<file path="src/rtl/fetch_pkg.sv">
// ============================================================================
// fetch_pkg : shared types and constants for the instruction-fetch slice
// Rev 1.0
// ============================================================================
`default_nettype none

package fetch_pkg;

  localparam int          WORD_BYTES       = 4;
  localparam logic [31:0] INST_NOP         = 32'h0000_0013;
  localparam logic [31:0] RESET_PC_DEFAULT = 32'h0000_0000;

  typedef struct packed {
    logic [31:0] pc;
    logic [31:0] inst;
  } fetch_entry_t;

  // last_pc is the highest word address that can still be fetched
  function automatic logic pc_fault(input logic [31:0] pc, input logic [31:0] last_pc);
    return (pc[1:0] != 2'b00) || (pc > last_pc);
  endfunction

endpackage

`default_nettype wire

</file>
<file path="src/rtl/fetch_if.sv">
// ============================================================================
// fetch_if : instruction-memory, redirect and decode-side handshake bundle
// Rev 1.0
// ============================================================================
`default_nettype none

interface fetch_if;
  logic [31:0] imem_addr;
  logic [31:0] imem_inst;
  logic        redirect_valid;
  logic [31:0] redirect_pc;
  logic        out_valid;
  logic        out_ready;
  logic [31:0] out_inst;
  logic [31:0] out_pc;
  logic        fetch_fault;

  modport master (
    output imem_addr,
    input  imem_inst,
    input  redirect_valid,
    input  redirect_pc,
    output out_valid,
    input  out_ready,
    output out_inst,
    output out_pc,
    output fetch_fault
  );

  modport slave (
    input  imem_addr,
    output imem_inst,
    output redirect_valid,
    output redirect_pc,
    input  out_valid,
    output out_ready,
    input  out_inst,
    input  out_pc,
    input  fetch_fault
  );
endinterface

`default_nettype wire

</file>
<file path="src/rtl/fetch_fifo.sv">
// ============================================================================
// fetch_fifo : synchronous FIFO of fetch entries; flush beats push and pop
// Rev 1.0
// ============================================================================
`default_nettype none

module fetch_fifo
  import fetch_pkg::*;
#(
  parameter int DEPTH = 2
) (
  input  wire logic                   clk,
  input  wire logic                   rst_n,
  input  wire logic                   push,
  input  wire logic                   pop,
  input  wire logic                   flush,
  input  wire fetch_entry_t           wr_data,
  output fetch_entry_t                head,
  output logic [$clog2(DEPTH):0]      count
);

  localparam int PTR_W = $clog2(DEPTH);
  localparam int CNT_W = PTR_W + 1;

  fetch_entry_t     mem_q [DEPTH];
  fetch_entry_t     mem_d [DEPTH];
  logic [PTR_W-1:0] rd_ptr_q, rd_ptr_d;
  logic [PTR_W-1:0] wr_ptr_q, wr_ptr_d;
  logic [CNT_W-1:0] count_q, count_d;

  always_comb begin
    mem_d    = mem_q;
    rd_ptr_d = rd_ptr_q;
    wr_ptr_d = wr_ptr_q;
    count_d  = count_q;
    if (flush) begin
      rd_ptr_d = '0;
      wr_ptr_d = '0;
      count_d  = '0;
    end else begin
      if (push) begin
        mem_d[wr_ptr_q] = wr_data;
        wr_ptr_d        = wr_ptr_q + PTR_W'(1);
      end
      if (pop) begin
        rd_ptr_d = rd_ptr_q + PTR_W'(1);
      end
      count_d = count_q + CNT_W'(push) - CNT_W'(pop);
    end
  end

  always_ff @(posedge clk or negedge rst_n) begin
    if (!rst_n) begin
      rd_ptr_q <= '0;
      wr_ptr_q <= '0;
      count_q  <= '0;
    end else begin
      rd_ptr_q <= rd_ptr_d;
      wr_ptr_q <= wr_ptr_d;
      count_q  <= count_d;
    end
  end

  // Storage carries no reset; emptiness is tracked by count_q alone
  always_ff @(posedge clk) begin
    mem_q <= mem_d;
  end

  assign head  = (count_q != '0) ? mem_q[rd_ptr_q] : '0;
  assign count = count_q;

endmodule

`default_nettype wire

</file>
<file path="src/rtl/fetch_unit.sv">
// ============================================================================
// fetch_unit : PC register, fault detection and push control over fetch_fifo
// Rev 1.0
// ============================================================================
`default_nettype none

module fetch_unit
  import fetch_pkg::*;
#(
  parameter logic [31:0] RESET_PC  = RESET_PC_DEFAULT,
  parameter int          MEM_BYTES = 64,
  parameter int          DEPTH     = 2
) (
  input  wire logic clk,
  input  wire logic rst_n,
  fetch_if.master   bus
);

  localparam int               CNT_W    = $clog2(DEPTH) + 1;
  localparam logic [CNT_W-1:0] FULL_CNT = CNT_W'(DEPTH);
  localparam logic [31:0]      LAST_PC  = 32'(MEM_BYTES - WORD_BYTES);

  logic [31:0]      pc_q, pc_d;
  logic             fault;
  logic             pop;
  logic             can_push;
  logic             push;
  logic [CNT_W-1:0] count;
  fetch_entry_t     head;
  fetch_entry_t     wr_entry;

  // Fault is a pure function of pc; pc freezes while faulted, so it stays set
  assign fault    = pc_fault(pc_q, LAST_PC);
  assign pop      = bus.out_valid & bus.out_ready;
  assign can_push = !fault && ((count < FULL_CNT) || pop);
  assign push     = can_push && !bus.redirect_valid;

  assign wr_entry.pc   = pc_q;
  assign wr_entry.inst = bus.imem_inst;

  always_comb begin
    pc_d = pc_q;
    if (bus.redirect_valid) begin
      pc_d = bus.redirect_pc;
    end else if (push) begin
      pc_d = pc_q + 32'(WORD_BYTES);
    end
  end

  always_ff @(posedge clk or negedge rst_n) begin
    if (!rst_n) begin
      pc_q <= RESET_PC;
    end else begin
      pc_q <= pc_d;
    end
  end

  fetch_fifo #(
    .DEPTH (DEPTH)
  ) u_fifo (
    .clk     (clk),
    .rst_n   (rst_n),
    .push    (push),
    .pop     (pop),
    .flush   (bus.redirect_valid),
    .wr_data (wr_entry),
    .head    (head),
    .count   (count)
  );

  assign bus.imem_addr   = pc_q;
  assign bus.out_valid   = (count != '0);
  assign bus.out_inst    = head.inst;
  assign bus.out_pc      = head.pc;
  assign bus.fetch_fault = fault;

endmodule

`default_nettype wire

</file>
<file path="src/flat_wrapper.sv">
// flat-port wrapper written by rule: the top's interface ports become plain ports
module fetch_unit_flat import fetch_pkg::*;
#(
  parameter logic [31:0] RESET_PC  = RESET_PC_DEFAULT,
  parameter int          MEM_BYTES = 64,
  parameter int          DEPTH     = 2
)
  (clk, rst_n, bus_imem_addr, bus_imem_inst, bus_redirect_valid, bus_redirect_pc, bus_out_valid, bus_out_ready, bus_out_inst, bus_out_pc, bus_fetch_fault);
  fetch_if bus_i ();
  input  wire logic clk;
  input  wire logic rst_n;
  output wire logic [$bits(bus_i.imem_addr)-1:0] bus_imem_addr;
  input wire logic [$bits(bus_i.imem_inst)-1:0] bus_imem_inst;
  input wire logic [$bits(bus_i.redirect_valid)-1:0] bus_redirect_valid;
  input wire logic [$bits(bus_i.redirect_pc)-1:0] bus_redirect_pc;
  output wire logic [$bits(bus_i.out_valid)-1:0] bus_out_valid;
  input wire logic [$bits(bus_i.out_ready)-1:0] bus_out_ready;
  output wire logic [$bits(bus_i.out_inst)-1:0] bus_out_inst;
  output wire logic [$bits(bus_i.out_pc)-1:0] bus_out_pc;
  output wire logic [$bits(bus_i.fetch_fault)-1:0] bus_fetch_fault;
  assign bus_imem_addr = bus_i.imem_addr;
  assign bus_i.imem_inst = bus_imem_inst;
  assign bus_i.redirect_valid = bus_redirect_valid;
  assign bus_i.redirect_pc = bus_redirect_pc;
  assign bus_out_valid = bus_i.out_valid;
  assign bus_i.out_ready = bus_out_ready;
  assign bus_out_inst = bus_i.out_inst;
  assign bus_out_pc = bus_i.out_pc;
  assign bus_fetch_fault = bus_i.fetch_fault;
  fetch_unit #(.RESET_PC(RESET_PC), .MEM_BYTES(MEM_BYTES), .DEPTH(DEPTH)) u_core (.clk(clk), .rst_n(rst_n), .bus(bus_i));
endmodule
</file>
<file path="config.mk">
export PLATFORM = sky130hd
export DESIGN_NAME = fetch_unit_flat
export DESIGN_NICKNAME = d
export VERILOG_FILES = /design/src/rtl/fetch_pkg.sv /design/src/rtl/fetch_if.sv /design/src/rtl/fetch_fifo.sv /design/src/rtl/fetch_unit.sv /design/src/flat_wrapper.sv
export SDC_FILE = /design/constraint.sdc
export NUM_CORES = 1
export LEC_CHECK = 0
export BUFFER_PORTS_ARGS = -buffer_cell sky130_fd_sc_hd__buf_2
export CAP_MARGIN = 0
export CORE_MARGIN = 2
export CORE_UTILIZATION = 44
export DETAILED_ROUTE_END_ITERATION = 10
export PLACE_DENSITY = 0.66
export SYNTH_ARGS = -nofsm -noshare
export SYNTH_HDL_FRONTEND = slang
export SYNTH_HIERARCHICAL = 1
export SYNTH_SLANG_ARGS = --single-unit
</file>
<file path="constraint.sdc">
create_clock -name clk -period 7.7 [get_ports clk]
set_clock_uncertainty 0.15 [all_clocks]
set_input_delay 0.77 -clock clk [delete_from_list [all_inputs] [get_ports clk]]
set_output_delay 0.77 -clock clk [all_outputs]
set_load 0.02 [all_outputs]
</file>
==> results.md <==
- Status: complete, no violations
- Seq/Total Area, Yosys: 73.75%
- Die width: 124.9 um
- Startpoint Class: register
- Fin util: 55.67%
- Largest net degree at the start of global routing: 66
- DR iter-0 viols: 276
- DP Area: 0.007398 mm2
- Final count of hold timing violations: 0
- Post-Syn Area: 0.006434 mm2
- Flip-flop and latch count after synthesis: 164
- I/O pin cnt: 166
- Area Growth Syn to Fin: 24.82%
- First-pass GRT wire length: 19380 um
- Final setup vio count: 0
- Routed wl met3: 924 um
- Die Span Y: 124.9 um
- Drt wl/cell: 16.78 um
- Total grt overflow: 0
- Lkg Pwr: 3.104 nW
- Worst Tran Pin Value: 1.162 ns
- Design area: 0.008030 mm2
- Main synth FF type: edfxtp_1
- Worst Hold Class: in2async
- GRT Total Usage: 16.50%
- Vias per inst: 4.929
- Metal2 WL: 6114 um
- Hold WS: 0.3046 ns
- CTS Sinks: 164
- CP Class: reg2reg
- Pwr dens: 282.5 mW/mm2
- Initial antenna violation count: 1
- First-pass iteration count of the detailed router: 4
- TritonCTS clock tree: done
- FP Rows: 44
- Max-cap violations: 0
- Layout Nets: 629
- Clk slew on worst S/H paths: 0.06 ns
- Distinct cells, synth: 36
- Maximum VDD drop: 0.1861 mV
- Slew Viols, Final: 0
- Required time of the critical path: 7.59 ns
- RD Place Congestion: 0.7816
- Post-route clock period utilization: 46.46%
- Worst-path fanout max: 64
- Vias in the first global route: 3656
- Antenna-violating nets left: 0
- Min cycle time layout: 3.577 ns
- Starting Density: 44.60%
- Synth warnings: 6
- Fmax: 0.2795 GHz
- H-Tree Level Count: 4
- DRT met1 WL: 5435 um
- Crit path capture type: register
- Die Footprint: 0.01561 mm2
- CTS Hold Buffers Added: 0
- Core ar.: 0.01442 mm2
- DRC: 0
- Port bufs: 165
- Commonest non-fill, non-tap cell in the layout: buf_2
- Cts bufs inserted: 17
- Clk buf depth: 2
- Clk_lat worst skew: 0.42 ns
- Via count: 3726
- Resized Gates After CTS: 0
- Top Layer Used: met4
- Post-Syn Area per Cell: 16.62 um2
- CP Data Arrival Time: 3.47 ns
- TNS Setup: 0 ns
- Syn Inst Count: 387
- Post-synth EDFFs: 128
- RSZ-0062 raised after global routing: no
- Mapped Nets: 458
- Async S/R FF share, synth: 21.95%
- Clock root cell: clkbuf_16
- Relative slew slack: 22.53%
- Total wire length: 12690 um
- Most frequent cells in the layout: 165 x buf_2, 128 x edfxtp_1, 68 x nor2_1
- DP HPWL: 8383 um
- Share of post-route cells with drive strength above 1: 41.33%
- Post-CTS Repair Setup Buffers: 0
## worst paths after layout
path,slack [ns],cells after the start,start,to
worst max-delay path,4.12,5,u_core/bus.imem_addr[12],u_core/u_fifo/mem_q[23]
worst max register to register,4.12,5,u_core/bus.imem_addr[12],u_core/u_fifo/mem_q[23]
worst min-delay path,0.30,1,rst_n,u_core/bus.imem_addr[17]
max in group asynchronous,6.46,1,rst_n,u_core/u_fifo/rd_ptr_q
worst min register to register,0.36,0,u_core/bus.imem_addr[24],u_core/u_fifo/mem_q[56]
min in group clk,0.36,0,u_core/bus.imem_addr[24],u_core/u_fifo/mem_q[56]
## metal layers
layer | GRT usage [%] | vias to the layer above
met1 | 20.73 | 1797
met4 | 6.209 | 0
li1 | - | 1783
met2 | 26.20 | 126
met5 | 0 | -
met3 | 6.357 | 20
## flip-flops by register name, indices dropped and copies added (netlist names)
| register | flops |
|---|---|
| u_core/u_fifo/count | 2 |
| u_core/bus.imem_addr | 32 |
| u_core/u_fifo/mem_q | 128 |
| u_core/u_fifo/rd_ptr_q | 1 |
| u_core/u_fifo/wr_ptr_q | 1 |
## through the flow
stage               instances  setup slack, ns  power (mW)
CTS                       755            4.120       2.291
detailed placement        723            4.118       1.423
global route              755            3.896       2.361
finish                    756            4.123       2.268
floorplan                 387           0.3422       1.292
global placement          723            4.200       1.418
## final cells by class
cell class	instances	area (um2)
diodes	1	2.502
clock buffers	21	480.5
clock inverters	11	148.9
fillers	1218	6394
inverters	5	18.77
multi-input cells	201	1545
flip-flops and latches	164	4748
well taps	184	230.2
repair buffers	169	855.8
## cell usage after synthesis, drive strengths merged, types with 3 or more instances
cell type	number	area, um2
buf	16	135.1
dfrtp	36	900.9
edfxtp	128	3844
ha	3	37.54
inv	5	18.77
mux2	27	304.0
mux2i	64	640.6
nand2	3	11.26
nand4	4	25.02
nor2	69	261.5
nor3	3	15.01
nor4	7	58.81
xnor2	3	26.28
## power by group
part           leakage (nW)  internal [mW]  switching [mW]  total [mW]
sequential             1.58          0.981          0.0543        1.03
combinational          1.22          0.142           0.220       0.362
clock                 0.302          0.545           0.326       0.871
total                  3.10           1.67           0.601        2.27
## critical path, cell delays in order (launching register included)
cell and delay, ns:
dfrtp_1 0.42, nor4_1 0.44, nand4_1 0.29, or3_1 0.45, nor3_1 0.44, and3b_4 0.98
## logic make-up after synthesis
family | synth area share [%]
AOI/OAI and AO/OA | 0.8947
xor gates and xnor gates | 0.7585
adders and majority gates | 0.5835
buffers and inverters | 2.450
DFF | 73.75
muxes | 14.68
and+or+nand+nor | 6.885
Power figures use the tool's default switching activity.
